--- config.mk ---
export PLATFORM = sky130hd
export DESIGN_NAME = otter_exec_unit
export DESIGN_NICKNAME = d
export VERILOG_FILES = /design/src/rtl/otter_exec_unit.sv
export SDC_FILE = /design/constraint.sdc
export NUM_CORES = 1
export LEC_CHECK = 0
export CAP_MARGIN = 25
export CORE_UTILIZATION = 28
export DETAILED_ROUTE_END_ITERATION = 8
export GPL_TIMING_DRIVEN = 1
export PLACE_DENSITY = 0.56
export SLEW_MARGIN = 20
export SYNTH_ARGS = -nofsm -noshare
export SYNTH_HDL_FRONTEND = slang
export SYNTH_SLANG_ARGS = --single-unit
--- constraint.sdc ---
create_clock -name CLK -period 7.22 [get_ports CLK]
set_input_delay 1.805 -clock CLK [delete_from_list [all_inputs] [get_ports CLK]]
set_output_delay 1.805 -clock CLK [all_outputs]
set_load 0.01 [all_outputs]
--- src/rtl/otter_exec_unit.sv ---
// otter_exec_unit: execute-stage block of the pipelined OTTER RV32I core.
// Produces the registered ALU result, the JAL/JALR/branch target addresses
// and the branch compare flags, all with one cycle of latency.
// Optional feature: define EXEC_ZERO_FLAG_EN to add the registered ZERO output,
// which is set when the ALU result being registered is zero.
module otter_exec_unit #(
    parameter int WIDTH = 32
) (
    input  logic             CLK,
    input  logic             RST,
    input  logic             STALL,
    input  logic [3:0]       ALU_FUN,
    input  logic [WIDTH-1:0] SRC_A,
    input  logic [WIDTH-1:0] SRC_B,
    input  logic [WIDTH-1:0] RS1,
    input  logic [WIDTH-1:0] RS2,
    input  logic [WIDTH-1:0] PC,
    input  logic [WIDTH-1:0] IMM,
    output logic [WIDTH-1:0] RESULT,
    output logic [WIDTH-1:0] JAL,
    output logic [WIDTH-1:0] JALR,
    output logic [WIDTH-1:0] BRANCH,
    output logic             BR_EQ,
    output logic             BR_LT,
    output logic             BR_LTU
`ifdef EXEC_ZERO_FLAG_EN
    ,
    output logic             ZERO
`endif
);

    localparam int SHAMT_W = $clog2(WIDTH);

    // JALR targets must be halfword aligned, so bit 0 is always cleared.
    localparam logic [WIDTH-1:0] JALR_MASK = {{(WIDTH-1){1'b1}}, 1'b0};

    typedef enum logic [3:0] {
        ALU_ADD  = 4'b0000,
        ALU_SUB  = 4'b1000,
        ALU_OR   = 4'b0110,
        ALU_AND  = 4'b0111,
        ALU_XOR  = 4'b0100,
        ALU_SLL  = 4'b0001,
        ALU_SRL  = 4'b0101,
        ALU_SRA  = 4'b1101,
        ALU_SLT  = 4'b0010,
        ALU_SLTU = 4'b0011,
        ALU_LUI  = 4'b1001
    } alu_op_e;

    logic [SHAMT_W-1:0] shamt;
    logic [WIDTH-1:0]   alu_next;
    logic [WIDTH-1:0]   pc_imm;
    logic [WIDTH-1:0]   rs1_imm;

    // Only the low bits of SRC_B select the shift distance; the rest are ignored.
    assign shamt   = SRC_B[SHAMT_W-1:0];
    assign pc_imm  = PC + IMM;
    assign rs1_imm = RS1 + IMM;

    // ALU operation decode; unknown codes yield zero.
    always_comb begin
        // NOTE: default assigned first so every path drives alu_next and no latch is inferred.
        alu_next = '0;
        case (ALU_FUN)
            ALU_ADD:  alu_next = SRC_A + SRC_B;
            ALU_SUB:  alu_next = SRC_A - SRC_B;
            ALU_OR:   alu_next = SRC_A | SRC_B;
            ALU_AND:  alu_next = SRC_A & SRC_B;
            ALU_XOR:  alu_next = SRC_A ^ SRC_B;
            ALU_SLL:  alu_next = SRC_A << shamt;
            ALU_SRL:  alu_next = SRC_A >> shamt;
            ALU_SRA:  alu_next = $unsigned($signed(SRC_A) >>> shamt);
            ALU_SLT:  alu_next = {{(WIDTH-1){1'b0}}, ($signed(SRC_A) < $signed(SRC_B))};
            ALU_SLTU: alu_next = {{(WIDTH-1){1'b0}}, (SRC_A < SRC_B)};
            ALU_LUI:  alu_next = SRC_A;
            default:  alu_next = '0;
        endcase
    end

    // Output registers: synchronous reset wins over stall; stall holds every output.
    always_ff @(posedge CLK) begin
        if (!RST) begin
            RESULT <= '0;
            JAL    <= '0;
            JALR   <= '0;
            BRANCH <= '0;
            BR_EQ  <= 1'b0;
            BR_LT  <= 1'b0;
            BR_LTU <= 1'b0;
`ifdef EXEC_ZERO_FLAG_EN
            ZERO   <= 1'b0;
`endif
        end else if (!STALL) begin
            // NOTE: non-blocking assignments so all registers update together from pre-edge values.
            RESULT <= alu_next;
            JAL    <= pc_imm;
            JALR   <= rs1_imm & JALR_MASK;
            BRANCH <= pc_imm;
            BR_EQ  <= (RS1 == RS2);
            BR_LT  <= ($signed(RS1) < $signed(RS2));
            BR_LTU <= (RS1 < RS2);
`ifdef EXEC_ZERO_FLAG_EN
            ZERO   <= (alu_next == '0);
`endif
        end
    end

endmodule

==> results_dict.tcl, run 1 <==
set metrics [dict create \
    rrSetupSlack_ps 4820 \
    clkLatencyLatePin_ps 390 \
    ys.flop_type "dfxtp_1" \
    grt_antenna_before_repair 2 \
    crit_fanout 7 \
    fp-row-count 88 \
    synth_enable_flop_cells 0 \
    final_common_cell "clkdlybuf4s50_1" \
    slew_headroom 0.219 \
    cts_made_buffers 9 \
    min_path_type "flip-flop to flip-flop" \
    combPwrFrac 0.558 \
    powerDensity_mw_per_mm2 129 \
    gp_congestion 0.994 \
    min_period_ps 5810 \
    cp-start-kind "primary input" \
    synth_fp_nets 2674 \
    clk_pin_slew_ps 90 \
    worst_slew_pin_slew_ps 1170 \
    power_switching_mw 1.20 \
    syn_area_mm2 0.0165 \
    numPortBuffers 328 \
    globalRouteOverflowTotal 0 \
    drt-total-wl_um 83500 \
    synth_seq_cells 98 \
    mostFrequentLayoutCells "323 x clkdlybuf4s50_1, 240 x nor2_1, 212 x a21oi_1, 196 x ha_1, 185 x nand2_1" \
    drt-met1-wl_um 34200 \
    cts_resized 0 \
    drt_iter0_drc 2040 \
    final_nets 2884 \
    syn_inst 2275 \
    grt_max_degree 73 \
    coreArea_mm2 0.0579 \
    grt_pass1_wl_um 122000 \
    crit_required_ps 7520 \
    fin_tns_setup_ps 0 \
    async_flop_share 0 \
    drv_cap 0 \
    end_kind "flip-flop" \
    post-route-util 0.355 \
    drtAntennaViolNets 0 \
    die_y_um 245 \
    avgSynthCellArea_um2 7.25 \
    dr.max_layer_used "met5" \
    critPathKind "primary input to flip-flop" \
    cts_tree "yes" \
    clk_path_buf_depth 2 \
    drive_gt1_frac 0.0622 \
    cts_hold_buf 0 \
    power.total_mw 2.66 \
    wl_per_cell_um 25.7 \
    area_delta_synth_final_pct 24.6 \
    p_clk_frac 0.204 \
    fin_crit_sh 0.804 \
    grt_pass1_vias 18200 \
    antenna_cells 0 \
    setup_viol 0 \
    p_sw_frac 0.452 \
    synth_warnings 0 \
    initial_core_util 0.285 \
    seqPwrFrac 0.238 \
    dp_slack_ps 1190 \
    dr_wl_met3_um 5830 \
    slew_violations 0 \
    viasPerCell 5.87 \
    status "finished clean" \
    htree_levels 3 \
    p_leak_nw 8.47 \
    die_w_um 245 \
    firstDrtPassIters 6 \
    fin_skew_ps 0 \
    drc_errors 0 \
    cts_sinks 98 \
    critPathArrivalTime_ps 6110 \
    postCtsSetupBuffers 0 \
    ioPinCount 330 \
    fmax_mhz 172 \
    yosysSeqAreaShare 0.119 \
    synth_cell_types 93 \
    num_vias 19100 \
    intPower_mw 1.46 \
    grt_use_total 0.270 \
    ir_drop_v 0.0000960 \
    dieArea_mm2 0.0599 \
    dp_hpwl_um 66600 \
    worst_slack_ps 1410 \
    met2_length_um 38900 \
    hold_violations 0 \
    root_buffer "clkbuf_16" \
    rsz0062_at_grt "false" \
]
metal layers:
metal | track usage | vias to the layer above
met5 | 0 | -
met4 | 0.141 | 2
met3 | 0.0339 | 152
met2 | 0.455 | 945
met1 | 0.337 | 9204
li1 | - | 8802
layout make-up:
class                      instances  area, µm²
multi-input combinational       1846      13100
inverter                         154        578
fill                            6128      37400
tap                              765        957
timing repair buffer             376       3620
clock buffer                       9        225
clock inverter                     7       81.3
sequential                        98       1960
power by group through the flow:
| stage | registers (mW) | logic (mW) | clock network [mW] |
|---|---|---|---|
| 2_1_floorplan | 0.648 | 0.851 | 0 |
| 3_3_place_gp | 0.644 | 1.45 | 0 |
| 3_5_place_dp | 0.646 | 1.45 | 0 |
| 4_1_cts | 0.634 | 1.46 | 0.558 |
| 5_1_grt | 0.639 | 1.59 | 0.578 |
| 6_report | 0.633 | 1.48 | 0.543 |
metrics by stage:
stage	instances	area, µm²	hold WS (ps)
6_report	3255	20600	461
5_1_grt	3255	20600	503
4_1_cts	3255	20600	466
3_5_place_dp	3239	20300	445
3_3_place_gp	3238	20200	442
2_1_floorplan	2275	16500	467
sequential cells by signal, indices dropped and copies added, names as in the netlist:
| register | count |
|---|---|
| BR_LT | 1 |
| BR_EQ | 1 |
| RESULT | 32 |
| BR_LTU | 1 |
| JALR | 31 |
| BRANCH | 32 |
worst max-delay path, cell delays in order:
cell,delay [ps]
clkdlybuf4s50_1,670
inv_1,130
ha_1,260
fa_1,420
o21bai_1,350
a21oi_1,120
a31oi_1,300
nand3_1,230
a2111oi_2,620
nor3_1,210
nor4_1,370
mux2_1,370
a311oi_1,230
path summary, 6_finish.rpt:
path                                 start  cells after the start          to
worst min register to register    JALR[25]                      2    JALR[25]
worst max register to register  RESULT[27]                      9  RESULT[27]
worst min-delay path              JALR[25]                      2    JALR[25]
worst max-delay path              SRC_A[0]                     13  RESULT[30]
cell families after synthesis:
logic type,count (synthesis),synth area share
xor gates and xnor gates,62,0.0329
muxes,112,0.104
DFF,98,0.119
and+or+nand+nor,703,0.199
other,1,0.000227
AOI/OAI and AO/OA,768,0.305
buffers and inverters,331,0.0865
adders and majority gates,200,0.154
Yosys cell counts, types with 24 or more instances:
| cell | number | share of area |
|---|---|---|
| o21ai_0 | 160 | 0.049 |
| nand2_1 | 185 | 0.042 |
| nor2_1 | 241 | 0.055 |
| xnor2_1 | 40 | 0.021 |
| clkbuf_1 | 98 | 0.022 |
| a21o_1 | 56 | 0.025 |
| a21oi_1 | 212 | 0.064 |
| dfxtp_1 | 98 | 0.12 |
| ha_1 | 196 | 0.15 |
| nand3_1 | 52 | 0.016 |
| o211ai_1 | 32 | 0.015 |
| nor3_1 | 65 | 0.020 |
| buf_4 | 39 | 0.018 |
| a211oi_1 | 48 | 0.022 |
| inv_1 | 148 | 0.034 |
| buf_1 | 24 | 0.0055 |
| mux4_2 | 46 | 0.063 |
| mux2i_1 | 54 | 0.033 |
| a31oi_1 | 25 | 0.0095 |
(Power assumes the default switching activity.)
==> run 2: changes to the inputs <==
--- a/config.mk
+++ b/config.mk
@@ -9,7 +9,7 @@
 export CORE_UTILIZATION = 28
 export DETAILED_ROUTE_END_ITERATION = 8
 export GPL_TIMING_DRIVEN = 1
-export PLACE_DENSITY = 0.56
+export PLACE_DENSITY = 0.57
 export SLEW_MARGIN = 20
 export SYNTH_ARGS = -nofsm -noshare
 export SYNTH_HDL_FRONTEND = slang
==> constraint.sdc (replaced) <==
create_clock -name CLK -period 5 [get_ports CLK]
set_input_delay 1.25 -clock CLK [delete_from_list [all_inputs] [get_ports CLK]]
set_output_delay 1.25 -clock CLK [all_outputs]
set_load 0.01 [all_outputs]
==> run 2 against run 1 <==
  * Core utilization rose by 0.99 points
  * Non-clock buffer count rose by 68
  * Combinational power rose by 48%
  * Global-route usage fell by 0.38 points
  * Sequential power rose by 44%
  * Design area rose by 2.8%
  * Flip-flop and latch count did not move
  * Hold slack got worse by 0.76 ps
  * Final cell count rose by 2.2%
==> results_dict.tcl, run 2 (same netlist as run 1, synthesis figures left out) <==
set metrics [dict create \
    grt_pass1_wl_um 121000 \
    cts_sinks 98 \
    drc_errors 0 \
    drive_gt1_frac 0.0872 \
    slew_headroom 0.420 \
    worst_slack_ps 421 \
    mostFrequentLayoutCells "323 x clkdlybuf4s50_1, 240 x nor2_1, 212 x a21oi_1, 196 x ha_1, 185 x nand2_1" \
    root_buffer "clkbuf_16" \
    crit_chain "clkdlybuf4s50_1, inv_1, ha_1, fa_1, o21bai_1, a21oi_1, a31oi_1, buf_4, nand3_1, a2111oi_2, buf_4, nor3_1, nor4_1, mux2_1, a311oi_1" \
    fin_skew_ps 0 \
    multi_input_area_mm2 0.0131 \
    cts_hold_buf 0 \
    area_delta_synth_final_pct 28.1 \
    die_y_um 245 \
    clkLatencyLatePin_ps 390 \
    gp_congestion 0.998 \
    drv_cap 0 \
    cts_made_buffers 9 \
    ir_drop_v 0.000200 \
    wl_per_cell_um 24.7 \
    dieArea_mm2 0.0599 \
    clk_pin_slew_ps 80 \
    post-route-util 0.365 \
    grt_use_total 0.267 \
    clk_path_buf_depth 2 \
    final_nets 2952 \
    final_area_mm2 0.0211 \
    num-fill-cells 6114 \
    hold_violations 0 \
    crit_required_ps 5300 \
    drtAntennaViolNets 0 \
    dp_slack_ps 84.5 \
    drt_iter0_drc 1965 \
    powerDensity_mw_per_mm2 183 \
    rsz0062_at_grt "false" \
    cts_tree "yes" \
    postCtsSetupBuffers 0 \
    critPathSlowestCell "clkdlybuf4s50_1" \
    viasPerCell 5.80 \
    critPathArrivalTime_ps 4880 \
    fmax_mhz 218 \
    status "finished clean" \
    worst_path_most_repeated_cell "buf_4" \
    drt-total-wl_um 82200 \
    coreArea_mm2 0.0579 \
    grt_antenna_before_repair 4 \
    cp_top_family "compound AO/OA/AOI/OAI gates" \
    dp_hpwl_um 66500 \
    cts_resized 0 \
    worst_slew_pin_slew_ps 869 \
    fin_tns_setup_ps 0 \
    slew_violations 0 \
    globalRouteOverflowTotal 0 \
    cp-start-kind "primary input" \
    num_vias 19300 \
    ioPinCount 330 \
    critical_path_buf_inv_count 4 \
    htree_levels 3 \
    setup_viol 0 \
    power.total_mw 3.87 \
    die_w_um 245 \
    p_leak_nw 8.82 \
    crit_fanout 3 \
    cp_slowest_stage_delay_ps 510 \
    firstDrtPassIters 7 \
    min_path_type "flip-flop to flip-flop" \
    regArea_mm2 0.00196 \
    fin_crit_sh 0.916 \
    fp-row-count 88 \
    end_kind "flip-flop" \
    grt_pass1_vias 18800 \
    critPathKind "primary input to flip-flop" \
    dpl_cell_area_mm2 0.0208 \
    initial_core_util 0.285 \
    top_regs "BRANCH (32), RESULT (32), JALR (31)" \
    final_common_cell "clkdlybuf4s50_1" \
    min_period_ps 4580 \
    numPortBuffers 328 \
    grt_max_degree 87 \
]
==> run 2: report_power, final <==
part           leakage (nW)  switching [mW]  internal (mW)  total [mW]
clock                 0.144           0.414          0.354       0.768
combinational          7.87            1.24          0.946        2.19
sequential            0.805          0.0625          0.848       0.911
total                  8.82            1.72           2.15        3.87
==> run 2: final cells by class <==
type | count | share of cell area
multi-input cells | 1846 | 0.622
clock buffers | 9 | 0.0107
clock inverters | 7 | 0.00338
inverters | 154 | 0.0274
diodes | 2 | 0.000237
well taps | 765 | 0.0453
flip-flops and latches | 98 | 0.0929
repair buffers | 444 | 0.198
==> run 2: per-layer routing <==
layer / vias to the layer above / part of all wire / GRT usage
met3: 183 / 0.074 / 0.0402
met4: 6 / 0.053 / 0.130
li1: 8921 / - / -
met5: - / 0.00050 / 0
met1: 9197 / 0.39 / 0.317
met2: 994 / 0.48 / 0.465
==> run 2: final timing paths <==
check              from         end  slack [ps]  depth (start not counted)
max            SRC_A[0]  RESULT[30]         420                         15
min           RESULT[2]   RESULT[2]         460                          2
max reg2reg  RESULT[27]  RESULT[27]        2780                          9
min reg2reg   RESULT[2]   RESULT[2]         460                          2
==> run 2: worst register-to-register path, cell delays in order, from the launching register on <==
cell and delay, ps:
dfxtp_1 320, and2_1 200, a221oi_1 240, nand3_1 180
a311oi_1 240, nand3_1 220, a211oi_1 280, nand3_1 120
o311ai_0 130, a21oi_1 150
==> run 2: through the flow <==
stage	instances	hold WS, ps
after CTS	3323	459
after global routing	3323	479
after global placement	3307	441
after floorplan	2275	467
after detailed placement	3307	443
final	3325	460
